`src/rtl/led_pkg.sv`:
```
// ============================================================================
// Module  : led_pkg
// Brief   : Shared mode constants, state encoding and the pattern generator.
// Revision: 1.0 - initial release
// ============================================================================
`default_nettype none

package led_pkg;

    localparam logic [1:0] MODE_ONCE     = 2'd0;
    localparam logic [1:0] MODE_LOOP     = 2'd1;
    localparam logic [1:0] MODE_PINGPONG = 2'd2;

    typedef enum logic [1:0] {
        IDLE = 2'd0,
        RUN  = 2'd1,
        DONE = 2'd2
    } state_t;

    // One-hot walk for the first WIDTH entries, then a shrinking bar of ones.
    function automatic logic [63:0] pattern(input int i, input int width);
        if (i < width)
            return 64'd1 << i;
        else
            return {64{1'b1}} << ((i - width) % width);
    endfunction

endpackage

`default_nettype wire

```
`src/rtl/led_pattern_rom.sv`:
```
// ============================================================================
// Module  : led_pattern_rom
// Brief   : Constant pattern table with registered, enable-gated read port.
// Revision: 1.0 - initial release
// ============================================================================
`default_nettype none

module led_pattern_rom
    import led_pkg::*;
#(
    parameter int WIDTH    = 8,
    parameter int MEM_ADDR = 4
) (
    input  logic                clk,
    input  logic                rst_n,
    input  logic                en,
    input  logic [MEM_ADDR-1:0] addr,
    output logic [WIDTH-1:0]    data
);

    localparam int DEPTH = 2 ** MEM_ADDR;

    logic [WIDTH-1:0] rom_mem [DEPTH];

    for (genvar i = 0; i < DEPTH; i++) begin : g_rom
        localparam logic [63:0] C_ENTRY = pattern(i, WIDTH);
        assign rom_mem[i] = C_ENTRY[WIDTH-1:0];
    end

    always_ff @(posedge clk or negedge rst_n) begin
        if (!rst_n)
            data <= '0;
        else
            data <= en ? rom_mem[addr] : '0;
    end

endmodule

`default_nettype wire

```
`src/rtl/led_pattern_seq.sv`:
```
// ============================================================================
// Module  : led_pattern_seq
// Brief   : Steps a pattern table through an address window (once/loop/ping-pong).
// Revision: 1.0 - initial release
// ============================================================================
`default_nettype none

module led_pattern_seq
    import led_pkg::*;
#(
    parameter int WIDTH    = 8,
    parameter int MEM_ADDR = 4,
    parameter int DIV_W    = 24
) (
    input  logic                clk,
    input  logic                rst_n,
    input  logic                start,
    input  logic                stop,
    input  logic [1:0]          mode,
    input  logic [DIV_W-1:0]    step_div,
    input  logic [MEM_ADDR-1:0] first_addr,
    input  logic [MEM_ADDR-1:0] last_addr,
    output logic [WIDTH-1:0]    led_out,
    output logic [MEM_ADDR-1:0] cur_addr,
    output logic                busy,
    output logic                done
);

    state_t              state;
    logic [1:0]          mode_q;
    logic [DIV_W-1:0]    div_q;
    logic [DIV_W-1:0]    prescaler;
    logic [MEM_ADDR-1:0] first_q;
    logic [MEM_ADDR-1:0] last_q;
    logic                dir_up;

    logic                window_ok;
    logic                tick;
    logic [MEM_ADDR-1:0] addr_inc;
    logic [MEM_ADDR-1:0] addr_dec;

    assign window_ok = (first_addr <= last_addr);
    assign tick      = (prescaler == div_q);
    assign addr_inc  = cur_addr + 1'b1;
    assign addr_dec  = cur_addr - 1'b1;

    always_ff @(posedge clk or negedge rst_n) begin
        if (!rst_n) begin
            state     <= IDLE;
            mode_q    <= MODE_ONCE;
            div_q     <= '0;
            prescaler <= '0;
            first_q   <= '0;
            last_q    <= '0;
            dir_up    <= 1'b1;
            cur_addr  <= '0;
            busy      <= 1'b0;
            done      <= 1'b0;
        end else begin
            done <= 1'b0;
            if (stop) begin
                state <= IDLE;
                busy  <= 1'b0;
            end else if (start && window_ok) begin
                state     <= RUN;
                busy      <= 1'b1;
                mode_q    <= mode;
                div_q     <= step_div;
                first_q   <= first_addr;
                last_q    <= last_addr;
                cur_addr  <= first_addr;
                prescaler <= '0;
                dir_up    <= 1'b1;
            end else if (state == RUN) begin
                if (!tick) begin
                    prescaler <= prescaler + 1'b1;
                end else begin
                    prescaler <= '0;
                    case (mode_q)
                        MODE_ONCE: begin
                            if (cur_addr == last_q) begin
                                state <= DONE;
                                busy  <= 1'b0;
                                done  <= 1'b1;
                            end else begin
                                cur_addr <= addr_inc;
                            end
                        end
                        MODE_PINGPONG: begin
                            // A single-entry window has nowhere to bounce to.
                            if (first_q != last_q) begin
                                if (dir_up) begin
                                    if (cur_addr == last_q) begin
                                        dir_up   <= 1'b0;
                                        cur_addr <= addr_dec;
                                    end else begin
                                        cur_addr <= addr_inc;
                                    end
                                end else begin
                                    if (cur_addr == first_q) begin
                                        dir_up   <= 1'b1;
                                        cur_addr <= addr_inc;
                                    end else begin
                                        cur_addr <= addr_dec;
                                    end
                                end
                            end
                        end
                        default: begin
                            cur_addr <= (cur_addr == last_q) ? first_q : addr_inc;
                        end
                    endcase
                end
            end
        end
    end

    led_pattern_rom #(
        .WIDTH    (WIDTH),
        .MEM_ADDR (MEM_ADDR)
    ) u_rom (
        .clk   (clk),
        .rst_n (rst_n),
        .en    (state != IDLE),
        .addr  (cur_addr),
        .data  (led_out)
    );

endmodule

`default_nettype wire

```
`config.mk`:
```
export PLATFORM = sky130hd
export DESIGN_NAME = led_pattern_seq
export DESIGN_NICKNAME = d
export VERILOG_FILES = /design/src/rtl/led_pkg.sv /design/src/rtl/led_pattern_rom.sv /design/src/rtl/led_pattern_seq.sv
export SDC_FILE = /design/constraint.sdc
export NUM_CORES = 1
export LEC_CHECK = 0
export CORE_MARGIN = 3
export CORE_UTILIZATION = 47
export CTS_BUF_LIST = sky130_fd_sc_hd__clkbuf_16
export CTS_CLUSTER_SIZE = 30
export DETAILED_ROUTE_END_ITERATION = 7
export PLACE_DENSITY = 0.69
export SETUP_SLACK_MARGIN = 0.3
export SYNTH_ARGS = -nofsm -noshare
export SYNTH_HDL_FRONTEND = slang
export SYNTH_SLANG_ARGS = --single-unit
```
`constraint.sdc`:
```
create_clock -name clk -period 2.4 [get_ports clk]
set_input_delay 0.36 -clock clk [delete_from_list [all_inputs] [get_ports clk]]
set_output_delay 0.36 -clock clk [all_outputs]
set_load 0.02 [all_outputs]
```
* Word level (Yosys, flattened, before mapping)
Memories as Yosys holds them, arrays and structs flattened.
Index checks and enable logic that the tools add are counted.
W data, S select, Z words.
** Word-level totals
- Flip-flop bits (word level) :: 75
- Bits in latches :: 0
- Memory bits (writable) :: 0
- Memory bits (read-only) :: 128
- Output and inout port bits :: 14
- Word-level logic and storage cells :: 85
- Memories :: 1
** Operators by class
- $add $sub $neg :: 3
- Multipliers :: 0
- Divide/modulo/power cells :: 0
- Magnitude comparators :: 2
- Equal/unequal tests :: 8
- Shift operators :: 0
- Multiplexer cells :: 42
- Bitwise gates (word level) :: 2
- Reduce and logical (&&, ||, !) cells :: 16
** Memory list
- (name not given) :: depth 16, width 8, rd ports 1, clocked after memory_dff 0, wr ports 0, line led_pattern_rom.sv:34 : data <= en ? rom_mem[addr] : '0;
** Operator list (number)
- $mux W24 :: 3
- $mux W4 :: 9
- $add A24 B1 Y24 const B :: 1
- $eq A24 B24 Y1 :: 1
- $mux W8 :: 3
- $mux W1 :: 20
- $mux W2 :: 6
- $reduce_bool A3 Y1 :: 4
- $reduce_and A5 Y1 :: 2
- $reduce_bool A2 Y1 :: 5
- $eq A4 B4 Y1 :: 2
- $pmux W4 S2 :: 1
- $ne A3 B3 Y1 const B :: 2
- $ge A5 B5 Y1 const B :: 1
- $not A4 Y5 :: 1
- $add A4 B1 Y4 const B :: 1
- $le A4 B4 Y1 :: 1
- $ne A4 B4 Y1 :: 1
- $reduce_and A2 Y1 :: 2
- $reduce_and A4 Y1 :: 1
- $sub A4 B1 Y4 const B :: 1
- $eq A2 B1 Y1 const B :: 1
- $eq A2 B2 Y1 const B :: 1
- $logic_not A2 Y1 :: 1
- 2 further kinds :: 2

* Logic depth before layout (Yosys ltp)
- Depth after elaboration :: 8
- Mapped depth :: 10
- Gate-level depth less buffers :: 8

* Modules after synthesis
Synthesis repeated with hierarchy kept, for this count alone.
** Second synthesis, totals
- Cells, all modules :: 381
- Area, all modules :: 4028.9 sq um
** By module, submodules not included
- led_pattern_seq :: times used 1, cells each 352, area an instance 3684.8 sq um
- led_pattern_rom :: times used 1, cells each 29, area an instance 344.1 sq um

* Worst setup path after synthesis
No wires, ideal clock.
- Path type :: register to register
- Start :: register cur_addr[1]
- End :: register cur_addr[3]
- Setup time :: 125 ps
- Arrival :: 2171 ps
- Setup slack :: 104 ps
- Stages on the path, launching flop included :: 8
- Buffers on the path :: 1
- Cell sequence :: dfrtp_1 buf_6 xor2_1 nor4_4 nand3_2 o21a_4 a31oi_4 mux2_4
** On the way
- Longest elaborated chain between the ends :: 8
- Elaborated cells between the ends (all ways) :: 16
- Classes of those cells :: add/sub: 2; eq/ne: 3; mux: 10; reduce/logical: 1
** RTL lines
- start, declared :: line led_pattern_seq.sv:24 : output logic [MEM_ADDR-1:0] cur_addr,
- start signal, assigned :: line led_pattern_seq.sv:71 : cur_addr <= first_addr;
- start signal, assigned :: line led_pattern_seq.sv:86 : cur_addr <= addr_inc;
- start signal, assigned :: line led_pattern_seq.sv:95 : cur_addr <= addr_dec;
- $sub A4 B1 Y4, or another cell as far along :: line led_pattern_seq.sv:45 : assign addr_dec = cur_addr - 1'b1;
- $mux W4 (on tied branches) :: line led_pattern_seq.sv:100, led_pattern_seq.sv:93
- $mux W4 :: line led_pattern_seq.sv:92 : if (dir_up) begin
- $mux W4 :: line led_pattern_seq.sv:91 : if (first_q != last_q) begin
- $pmux W4 S2 :: line led_pattern_seq.sv:79 : case (mode_q)
- $mux W4 :: line led_pattern_seq.sv:75 : if (!tick) begin
- $mux W4 :: line led_pattern_seq.sv:74 : end else if (state == RUN) begin
- $mux W4 :: line led_pattern_seq.sv:64 : end else if (start && window_ok) begin
Several ways; a longest one is shown, not always the timed one. The select of a mux whose other input is x is not followed.
A chain may end at the register's enable or synchronous reset.

* Worst setup path after layout
- Start :: register prescaler[19]
- End :: register cur_addr[0]
** On the way
- Longest elaborated chain between the ends :: 3
** RTL lines
- start, declared :: line led_pattern_seq.sv:32 : logic [DIV_W-1:0] prescaler;
- start signal, assigned :: line led_pattern_seq.sv:76 : prescaler <= prescaler + 1'b1;
- $eq A24 B24 Y1 :: line led_pattern_seq.sv:43 : assign tick = (prescaler == div_q);
- $reduce_bool A2 Y1 (no source line)
- $reduce_and A5 Y1 (no source line)
Every way passes these cells.

==> run_results.csv <==
group,metric,value,unit
die,die_area,10100,um2
placed_design,port_buffers,51,
placed_design,dp.cells,574,
clock_tree,clock_sinks,74,
worst_hold_path,hp-class,"in2async",
final_layout,drive_gt1_share,31.2,%
pwr,vdd_ir_drop_max,0.464,mV
setup_path,crit_arrival,2280,ps
detailed_routing,ant_nets,0,
detailed_routing,vias,3492,
placed_design,dpl.hpwl,7180,um
pwr,switching_power,1520,uW
setup_path,start_kind,"flop",
die,coreArea,8420,um2
global_route,grt_usage,22.0,%
die,io_pins,52,
sta,fin_setup_tns,0,ps
synth,synth.distinct_cells,57,
clock_tree,clkTransAtPathRegs,60,ps
clock_tree,clk_path_buf_depth,2,
final_layout,area_growth,36.8,%
setup_path,path_max_fanout,7,
final_layout,layout_common_cells,"dfrtp_1 (64), buf_4 (47), clkdlybuf4s50_1 (42)",
pwr,p_per_area,803,nW/um2
sta,hold_viol,0,
setup_path,path_cells,"xor2_1 -> nor4_2 -> nand4_1 -> or3_4 -> nor4bb_1 -> nor4_1",
synth,ys.warnings.count,0,
global_route,grt_pass1_wl,17700,um
final_layout,mostFrequentLayoutCell,"dfrtp_1",
die,die_h,100,um
pwr,pwr-share-seq,37.3,%
placed_design,place_congestion,0.904,
final_layout,antennaDiodeCount,0,
sta,slew_viol_final,0,
die,die_x,100,um
global_route,grt_overflow_total,0,
synth,synth_area,4190,um2
sta,period_share,86.6,%
pwr,power_frac_comb,35.1,%
clock_tree,cts_inserted_buffers,9,
clock_tree,cts_root_buffer,"clkbuf_16",
synth,ys_seq_area_share,44.3,%
clock_tree,insertion_delay,330,ps
die,rows,33,
run_status,outcome,"completed",
sta,setup_viol,0,
die,initial_core_util,49.7,%
global_route,antenna_found_initial,0,
detailed_routing,post_drt_wl_per_cell,17.1,um
setup_path,path_class,"reg2reg",
sta,tightest_slew,614,ps
synth,synthCells,403,
clock_tree,tritoncts,"yes",
final_layout,post-route-util,68.0,%
synth,async_flop_share,100,%
clock_tree,htreeDepth,3,
detailed_routing,viasPerCell,5.69,
pwr,clkPwrFrac,27.7,%
setup_path,worst-path-buf-inv,0,
pwr,power,4600,uW
setup_path,cp_top_family,"simple AND/OR/NAND/NOR gates",
sta,rsz0062_at_grt,"yes",
sta,fmax,0.481,GHz
setup_path,crit_path_max_incr_delay,420,ps
global_route,grt_start_max_net_pins,33,
detailed_routing,wirelength,10500,um
pwr,p_leak,0.00240,uW
final_layout,fillCellCount,643,
setup_path,cpMaxStageDelayCell,"or3_4",
detailed_routing,drtIter0Drc,149,
synth,syn_area_per_cell,10.4,um2
sta,whs,41.6,ps
sta,min_period,2080,ps
pwr,internal-power,3080,uW
final_layout,fin_nets,558,
synth,ys_seq_elements,74,
global_route,first_global_vias,3587,
detailed_routing,drc,0,
synth,syn-num-nets,455,
setup_path,critPathCaptureType,"flop",
detailed_routing,firstDrtPassIters,7,
synth,synth_edf_count,0,
final_layout,final_cells,614,
sta,skew,6.45,ps
sta,relSlewSlack,58.9,%
pwr,p_sw_share,33.0,%
setup_path,required,2600,ps
synth,synth_ff_type,"dfrtp_1",
clock_tree,ctsHoldBuffers,0,
job,drv_cap,0,
## per-layer routing
| layer | GRT usage [%] | vias to the layer above | wire length (um) |
|---|---|---|---|
| met3 | 4.79 | 12 | 547 |
| met4 | 6.74 | 0 | 142 |
| met1 | 27.9 | 1710 | 4390 |
| li1 | - | 1656 | - |
| met2 | 37.6 | 114 | 5450 |
| met5 | 0 | - | 0 |
## cell usage after synthesis (all sizes together), types with 2 or more instances
| library cell | instances | area (um2) |
|---|---|---|
| a22o | 3 | 26.3 |
| o21a | 2 | 22.5 |
| o22ai | 3 | 18.8 |
| o211ai | 3 | 22.5 |
| a21oi | 20 | 111 |
| nor3 | 4 | 20.0 |
| ha | 14 | 175 |
| nand4 | 11 | 68.8 |
| nand2b | 3 | 18.8 |
| o21ai | 17 | 88.8 |
| or3 | 6 | 37.5 |
| dfrtp | 73 | 1830 |
| or4 | 7 | 52.6 |
| nor3b | 2 | 15.0 |
| xor2 | 31 | 272 |
| mux2i | 6 | 60.1 |
| buf | 13 | 82.6 |
| xnor2 | 15 | 131 |
| a211oi | 3 | 22.5 |
| nand2 | 31 | 116 |
| clkbuf | 5 | 20.0 |
| inv | 16 | 60.1 |
| nor2b | 3 | 18.8 |
| a31oi | 2 | 27.5 |
| nor2 | 30 | 115 |
| mux2 | 31 | 353 |
| nand3 | 10 | 55.1 |
| o31ai | 8 | 60.1 |
| a2111oi | 6 | 52.6 |
| nor4 | 9 | 71.3 |
## path summary, 6_finish.rpt
| kind | from | endpoint | slack (ps) | cells past startpoint |
|---|---|---|---|---|
| max | prescaler[19]$_DFFE_PN0P_ | cur_addr[0]$_DFFE_PN0P_ | 320 | 6 |
| min | rst_n | div_q[9]$_DFFE_PN0P_ | 40 | 1 |
| max reg2reg | prescaler[19]$_DFFE_PN0P_ | cur_addr[0]$_DFFE_PN0P_ | 320 | 6 |
| min reg2reg | div_q[0]$_DFFE_PN0P_ | div_q[0]$_DFFE_PN0P_ | 520 | 1 |
| max in group asynchronous | rst_n | div_q[4]$_DFFE_PN0P_ | 1680 | 2 |
| min in group clk | last_addr[2] | last_q[2]$_DFFE_PN0P_ | 320 | 3 |
## cell type report
type | instances | area, um2 | area share (%)
tap | 105 | 131 | 2.29
sequential | 74 | 1860 | 32.6
timing repair buffer | 109 | 995 | 17.4
inverter | 16 | 60.1 | 1.05
clock buffer | 9 | 225 | 3.93
multi-input combinational | 296 | 2400 | 41.9
clock inverter | 5 | 48.8 | 0.852
## cell families (layout without fill, tap and decap cells)
kind of cell,after synthesis,after routing,share of synthesized area (%)
AO/OA/AOI/OAI,77,78,13.2
XOR/XNOR,46,46,9.63
adder cells (fa/ha/maj),14,14,4.19
buffers and inverters,34,139,3.89
flip-flops,74,74,44.3
multiplexers,37,37,9.87
AND/OR/NAND/NOR,121,121,15.0
## power groups by stage
stage               Clock, uW  Sequential, uW  Combinational (uW)
finish                   1270            1710                1610
global route             1360            1740                1760
CTS                      1300            1740                1480
detailed placement          0            1760                1400
global placement            0            1750                1360
floorplan                   0            1730                 940
## per-stage QoR
step	setup WS [ps]	instance area (um2)
detailed placement	-418	5020
global route	235	5730
global placement	-368	5020
finish	323	5730
CTS	307	5510
floorplan	214	4230
## sequential cells by signal (all words and copies together), names as in the netlist
signal	count
cur_addr	4
dir_up	1
div_q	24
done	1
first_q	4
last_q	4
mode_q	2
prescaler	24
state	2
u_rom.data	8
## repair_timing
item	4_1_cts	5_1_grt
setup buffers	9	16
endpoints found under the setup margin	64	58
pin swaps	19	12
resized for setup	44	34
cloned	1	0
Note: power is estimated with default switching activity, not from simulation.
